`config.mk`:
```
export PLATFORM = sky130hd
export DESIGN_NAME = fifo_rd_fwft
export DESIGN_NICKNAME = d
export VERILOG_FILES = /design/src/rtl/fifo_rd_fwft.sv
export SDC_FILE = /design/constraint.sdc
export NUM_CORES = 1
export LEC_CHECK = 0
export BUFFER_PORTS_ARGS = -buffer_cell sky130_fd_sc_hd__buf_4
export CORE_UTILIZATION = 38
export CTS_BUF_LIST = sky130_fd_sc_hd__clkbuf_16
export CTS_CLUSTER_SIZE = 16
export DETAILED_ROUTE_END_ITERATION = 8
export PLACE_DENSITY_LB_ADDON = 0.3
export SYNTH_ARGS = -nofsm -noshare
export SYNTH_HDL_FRONTEND = slang
export SYNTH_SLANG_ARGS = --single-unit
```
`constraint.sdc`:
```
create_clock -name r_clk -period 3.05 [get_ports r_clk]
set_input_delay 0.61 -clock r_clk [delete_from_list [all_inputs] [get_ports r_clk]]
set_output_delay 0.61 -clock r_clk [all_outputs]
set_load 0.01 [all_outputs]
```
`src/rtl/fifo_rd_fwft.sv`:
```
// fifo_rd_fwft: read-domain pointer/empty control for an async FIFO, with a first-word-fall-through output register.
// Latency: the head word reaches r_data one r_clk edge after empty deasserts; back-to-back pops sustain one word per cycle.
// Backpressure: a fetch occurs only when memory is non-empty and the output register is free or being popped; pops with r_valid=0 are ignored and set sticky underflow.
module fifo_rd_fwft #(
  parameter int P_SIZE   = 4,
  parameter int D_SIZE   = 8,
  parameter int AE_LEVEL = 1
) (
  input  logic              r_clk,
  input  logic              r_rst,
  input  logic              r_inc,
  input  logic [P_SIZE-1:0] sync_wr_ptr,
  input  logic [D_SIZE-1:0] mem_rdata,
  output logic [P_SIZE-2:0] r_addr,
  output logic [P_SIZE-1:0] r_ptr,
  output logic [P_SIZE-1:0] gray_r_ptr,
  output logic [D_SIZE-1:0] r_data,
  output logic              r_valid,
  output logic              empty,
  output logic [P_SIZE-1:0] r_level,
  output logic              almost_empty,
  output logic              underflow
);

  localparam logic [P_SIZE-1:0] LP_AE = P_SIZE'(AE_LEVEL);

  logic              w_fetch;
  logic              w_valid_next;
  logic [P_SIZE-1:0] w_ptr_next;
  logic [P_SIZE-1:0] w_gray_next;
  logic [P_SIZE-1:0] w_wr_bin;
  logic [P_SIZE-1:0] w_level_next;

  // Gray pointer is updated together with the binary one, so this compare is never optimistic.
  assign empty        = (gray_r_ptr == sync_wr_ptr);
  // Pull the next word whenever the output register is free or is being consumed this cycle.
  assign w_fetch      = !empty && (!r_valid || r_inc);
  assign w_ptr_next   = w_fetch ? (r_ptr + P_SIZE'(1)) : r_ptr;
  assign w_gray_next  = w_ptr_next ^ (w_ptr_next >> 1);
  assign r_addr       = r_ptr[P_SIZE-2:0];
  assign almost_empty = (r_level <= LP_AE);

  // Output-register valid after this edge: a fetch refills it, an accepted pop alone drains it.
  always_comb begin
    w_valid_next = r_valid;
    if (w_fetch) begin
      w_valid_next = 1'b1;
    end else if (r_inc) begin
      w_valid_next = 1'b0;
    end
  end

  // Gray-to-binary of the synchronized write pointer: bit i is the XOR of all bits at or above i.
  always_comb begin
    w_wr_bin = '0;
    for (int i = 0; i < P_SIZE; i++) begin
      w_wr_bin[i] = ^(sync_wr_ptr >> i);
    end
  end

  // Occupancy counts words still in memory plus the one held in the output register.
  assign w_level_next = (w_wr_bin - w_ptr_next) + {{(P_SIZE-1){1'b0}}, w_valid_next};

  // Binary and Gray read pointers advance on every fetch.
  always_ff @(posedge r_clk or posedge r_rst) begin
    if (r_rst) begin
      r_ptr      <= '0;
      gray_r_ptr <= '0;
    end else begin
      r_ptr      <= w_ptr_next;
      gray_r_ptr <= w_gray_next;
    end
  end

  // FWFT output register: capture the word at r_addr on fetch; keep stale data otherwise.
  always_ff @(posedge r_clk or posedge r_rst) begin
    if (r_rst) begin
      r_data  <= '0;
      r_valid <= 1'b0;
    end else begin
      if (w_fetch) begin
        r_data <= mem_rdata;
      end
      r_valid <= w_valid_next;
    end
  end

  // Registered occupancy and sticky underflow on a pop with nothing to consume.
  always_ff @(posedge r_clk or posedge r_rst) begin
    if (r_rst) begin
      r_level   <= '0;
      underflow <= 1'b0;
    end else begin
      r_level <= w_level_next;
      if (r_inc && !r_valid) begin
        underflow <= 1'b1;
      end
    end
  end

endmodule

```
---- Yosys cells after proc, flatten, opt, wreduce, memory -nomap -nowiden ----
Cells that the tools add are included.
word-level totals
  flip-flop bits (word level) ............. 22
  input port bits ......................... 15
  word-level logic and storage cells ...... 24
operators by class
  add/sub/neg operators ................... 3
  $lt $le $gt $ge ......................... 1
  equality and inequality tests ........... 1
  multiplexer cells ....................... 3
  bitwise logic cells ..................... 1
  reduce and logical (&&, ||, !) cells .... 9
operator list
  operator                                              count
  XOR reduction 4 bit                                   4
  adder 4 x 1 -> 4 bit                                  1
  adder 4 x 1 -> 4 bit (second input constant)          1
  equality test 4 bit                                   1
  <= comparator 4 x 1 -> 1 bit (second input constant)  1
  two-way mux 4 bit                                     1
  subtractor 4 bit                                      1
  bitwise XOR 4 x 3 -> 4 bit                            1
  logical AND 1 bit                                     2
  logical NOT 1 bit                                     2
  two-way mux 1 bit                                     2
  logical OR 1 bit                                      1

---- Logic depth before layout (Yosys ltp) ----
  depth in word-level cells ............... 6
  mapped depth ............................ 11
  gate-level depth less buffers ........... 10

---- Worst setup path before layout ----
No wires, ideal clock.
  path type ............................... input -> register
  from .................................... input port sync_wr_ptr[0]
  to ...................................... register r_level[3]
  library setup time ...................... 80 ps
  arrival ................................. 2880 ps
  data required time ...................... 2970 ps
  slack ................................... 89 ps
  stages .................................. 11
  buffers on the path ..................... 1
  cells stage by stage .................... xor2_1 -> o41ai_4 -> buf_6 -> nor2_1 -> a21oi_1 -> ha_1 -> ha_1 -> a21o_1 -> a21oi_1 -> xnor2_1 -> xnor2_1
between the ends
  cells in the longest elaborated chain, start to end .. 6
ends and longest elaborated chain
  what                    line  RTL
  start, declared         12    input logic [P_SIZE-1:0] sync_wr_ptr,
  equality test 4 bit     35    assign empty = (gray_r_ptr == sync_wr_ptr);
  logical NOT 1 bit       37    assign w_fetch = !empty && (!r_valid || r_inc);
  logical AND 1 bit       37
  two-way mux 4 bit       38    assign w_ptr_next = w_fetch ? (r_ptr + P_SIZE'(1)) : r_ptr;
  subtractor 4 bit        62    assign w_level_next = (w_wr_bin - w_ptr_next) + {{(P_SIZE-1){1'b0}}, w_valid_next};
  adder 4 x 1 -> 4 bit *  62
  net w_level_next[3]     32    logic [P_SIZE-1:0] w_level_next;
  end signal, assigned    94    r_level <= w_level_next;
  end, declared           20    output logic [P_SIZE-1:0] r_level,
Mark *: on every way through the listed nets, which the timed path passes. The rest lies on a longest branch.
A chain may end at the register's enable or synchronous reset.

---- Worst setup path in the final report ----
Ends and elaborated chain as after synthesis.

==> flow_summary_export.csv <==
group,metric,value,unit
die,fp.dieW,56.6,um
finish,synthToLayoutAreaGrowth,35.1,%
setup_path,crit_path_end_kind,"register",
die,num_rows,19,
finish,layout-drive-gt1-share,44.3,%
yosys,synthMuxAreaShare,11.4,%
global_route,grt_overflow,0,
setup_path,max_stage_delay,560,ps
detailed_routing,viasPerCell,4.66,
yosys,ys_ff_latch,21,
setup_path,crit_fanout,7,
placed_design,gp_congestion,0.809,
sta,tightestPinTransition,768,ps
clock_tree,cts_resized,0,
placed_design,dp.final_hpwl,1.65,mm
die,core_area,2780,um2
pwr,power_leakage,0.779,nW
yosys,synth_compound_area_share,5.31,%
global_route,grt_use_total,14.7,%
detailed_routing,drtIter0Drc,5,
die,ios,42,
detailed_routing,drc_errors,0,
clock_tree,clk_pin_slew,60,ps
sta,setup_viol,0,
die,start_util,40.7,%
die,die_height,56.6,um
yosys,synthSimpleGateAreaFrac,4.09,%
yosys,syn-num-nets,113,
yosys,yosys-top-cells-area,"dfrtp_1 (46%), xnor2_1 (8.5%), ha_1 (7.7%), xor2_1 (7.7%), mux2_4 (6.6%)",
yosys,synth.avg_cell_area,12.6,um2
sta,finalCritPeriodShare,89.8,%
sta,slew_headroom,48.8,%
yosys,synth_adder_area_share,9.51,%
setup_path,cp.arrival,2920,ps
yosys,synth_top_family_by_area,"XOR/XNOR gates",
pwr,p_total,1.83,mW
setup_path,path_class,"primary input to register",
clock_tree,tritoncts.num_buffers,3,
global_route,antenna_found_initial,0,
min_path,worst_hold_path_type,"register to register",
detailed_routing,vias,755,
placed_design,post-place-ws,56.7,ps
yosys,syn_area,1130,um2
detailed_routing,wl_per_cell,12.6,um
detailed_routing,postRouteAntennaNets,0,
finish,fin_area,1530,um2
sta,slew_violations,0,
finish,antenna_cells,0,
clock_tree,cts_setup_buffers,0,
clock_tree,clk_latency,250,ps
setup_path,path_delay_family,"compound AO/OA/AOI/OAI gates",
clock_tree,clkSinkCount,21,
sta,period_needed,2740,ps
detailed_routing,wl,2.04,mm
pwr,powerDensity,1200,nW/um2
setup_path,slowest_stage,"o41ai_4",
yosys,yosysUniqueCellTypes,23,
clock_tree,cts.path.max_buffers,2,
yosys,synth_top_area_cell,"dfrtp_1",
sta,skew,3.42,ps
setup_path,crit_chain,"buf_4, xor2_1, o41ai_4, nor2_1, a21oi_1, ha_1, ha_1, a21o_1, a21oi_1, xnor2_1, xnor2_1",
sta,rsz0062_at_grt,"no",
clock_tree,cts_root_buf,"clkbuf_16",
run_status,status,"complete, no violations",
global_route,grt_start_max_net_pins,22,
die,die-area,3200,um2
clock_tree,postCtsHoldBufs,0,
setup_path,path_buf_inv,1,
yosys,synthCells,90,
setup_path,cp-start-kind,"primary input",
yosys,synth_top_area_share,46.5,%
placed_design,port_buffers,41,
placed_design,placed_cell_area,1450,um2
yosys,synth-xor-area-share,16.3,%
sta,hold_ws,452,ps
pwr,ir_worst_vdd,0.000636,V
yosys,yosysWarningCount,0,
sta,finalHoldViolCount,0,
sta,fin_ws,312,ps
yosys,synth_seq_area_share,46.5,%
global_route,grt_pass1_wl,3.51,mm
global_route,grt_pass1_vias,794,
detailed_routing,drt_first_pass_iters,4,
finish,nNetsFinal,155,
clock_tree,htreeDepth,1,
flow_run,cap_viol_max_count,0,
sta,fmax,0.365,GHz
clock_tree,cts_tree,"done",
sta,finalSetupTns,0,ps
setup_path,required,3230,ps
routing by layer:
metal	global-route usage, %	wire (um)	up-vias
met5	0	0	-
met4	8.71	36	0
met3	3.00	116	4
met2	24.4	1040	31
met1	17.4	846	351
li1	-	-	369
power breakdown:
group	switching (mW)	internal, mW
Clock	0.0966	0.176
Sequential	0.111	0.413
Combinational	0.474	0.559
Total	0.682	1.15
synth_stat cells:
library cell,instances
o41ai_4,1
clkbuf_1,1
dfrtp_1,21
a21oi_1,2
xor2_1,10
or2_2,1
mux2i_1,2
nor3_1,1
nand2_1,1
nor2_2,1
xnor2_1,11
inv_1,9
mux2_4,5
nor4_1,1
ha_1,7
fa_1,1
buf_6,1
a21o_1,3
mux2_2,3
nor2_1,2
nand2b_1,1
nand3_1,1
buf_4,4
final timing paths:
path                                start       endpoint  slack, ps  cells past startpoint
hold reg to reg                 underflow      underflow        450                      1
min in group asynchronous           r_rst      r_data[6]        500                      2
hold / removal                  underflow      underflow        450                      1
max in group asynchronous           r_rst  gray_r_ptr[1]       2070                      2
setup / recovery           sync_wr_ptr[0]     r_level[3]        310                     11
setup reg to reg            gray_r_ptr[3]     r_level[3]        360                     10
registers in the layout (all words and copies together) (netlist names):
signal	flops
r_data	8
gray_r_ptr	4
r_level	4
r_ptr	3
r_valid	1
underflow	1
layout make-up:
class	instances	area, um2
fill	244	1250
multi-input combinational	54	527
sequential	21	526
timing repair buffer	43	323
clock buffer	3	75.1
tap	31	38.8
inverter	9	33.8
clock inverter	1	5.00
stage by stage:
step                      util, %  instances
final                        54.9        162
after CTS                    54.9        162
after global routing         54.9        162
after detailed placement     52.0        158
after floorplan                 -         90
after global placement       52.0        158
cells in the final DEF (no fill, tap or decap):
cell and n:
xor2_1 10, fa_1 1, clkinv_2 1, or2_2 1, ha_1 7, mux2i_1 2, clkbuf_16 3, nor2_2 1
nand2_1 1, mux2_2 3, nand3_1 1, nand2b_1 1, a21oi_1 2, a21o_1 3, inv_1 9, o41ai_4 1
nor2_1 2, buf_4 43, dfrtp_1 21, nor4_1 1, mux2_4 5, nor3_1 1, xnor2_1 11
cells by family (layout without fill, tap and decap cells):
group | count (synthesis) | after routing
muxes | 10 | 10
DFF | 21 | 21
and+or+nand+nor | 9 | 9
xor gates and xnor gates | 21 | 21
buffers and inverters | 15 | 56
AOI/OAI and AO/OA | 6 | 6
adders and majority gates | 8 | 8
Power figures use the tool's default switching activity.
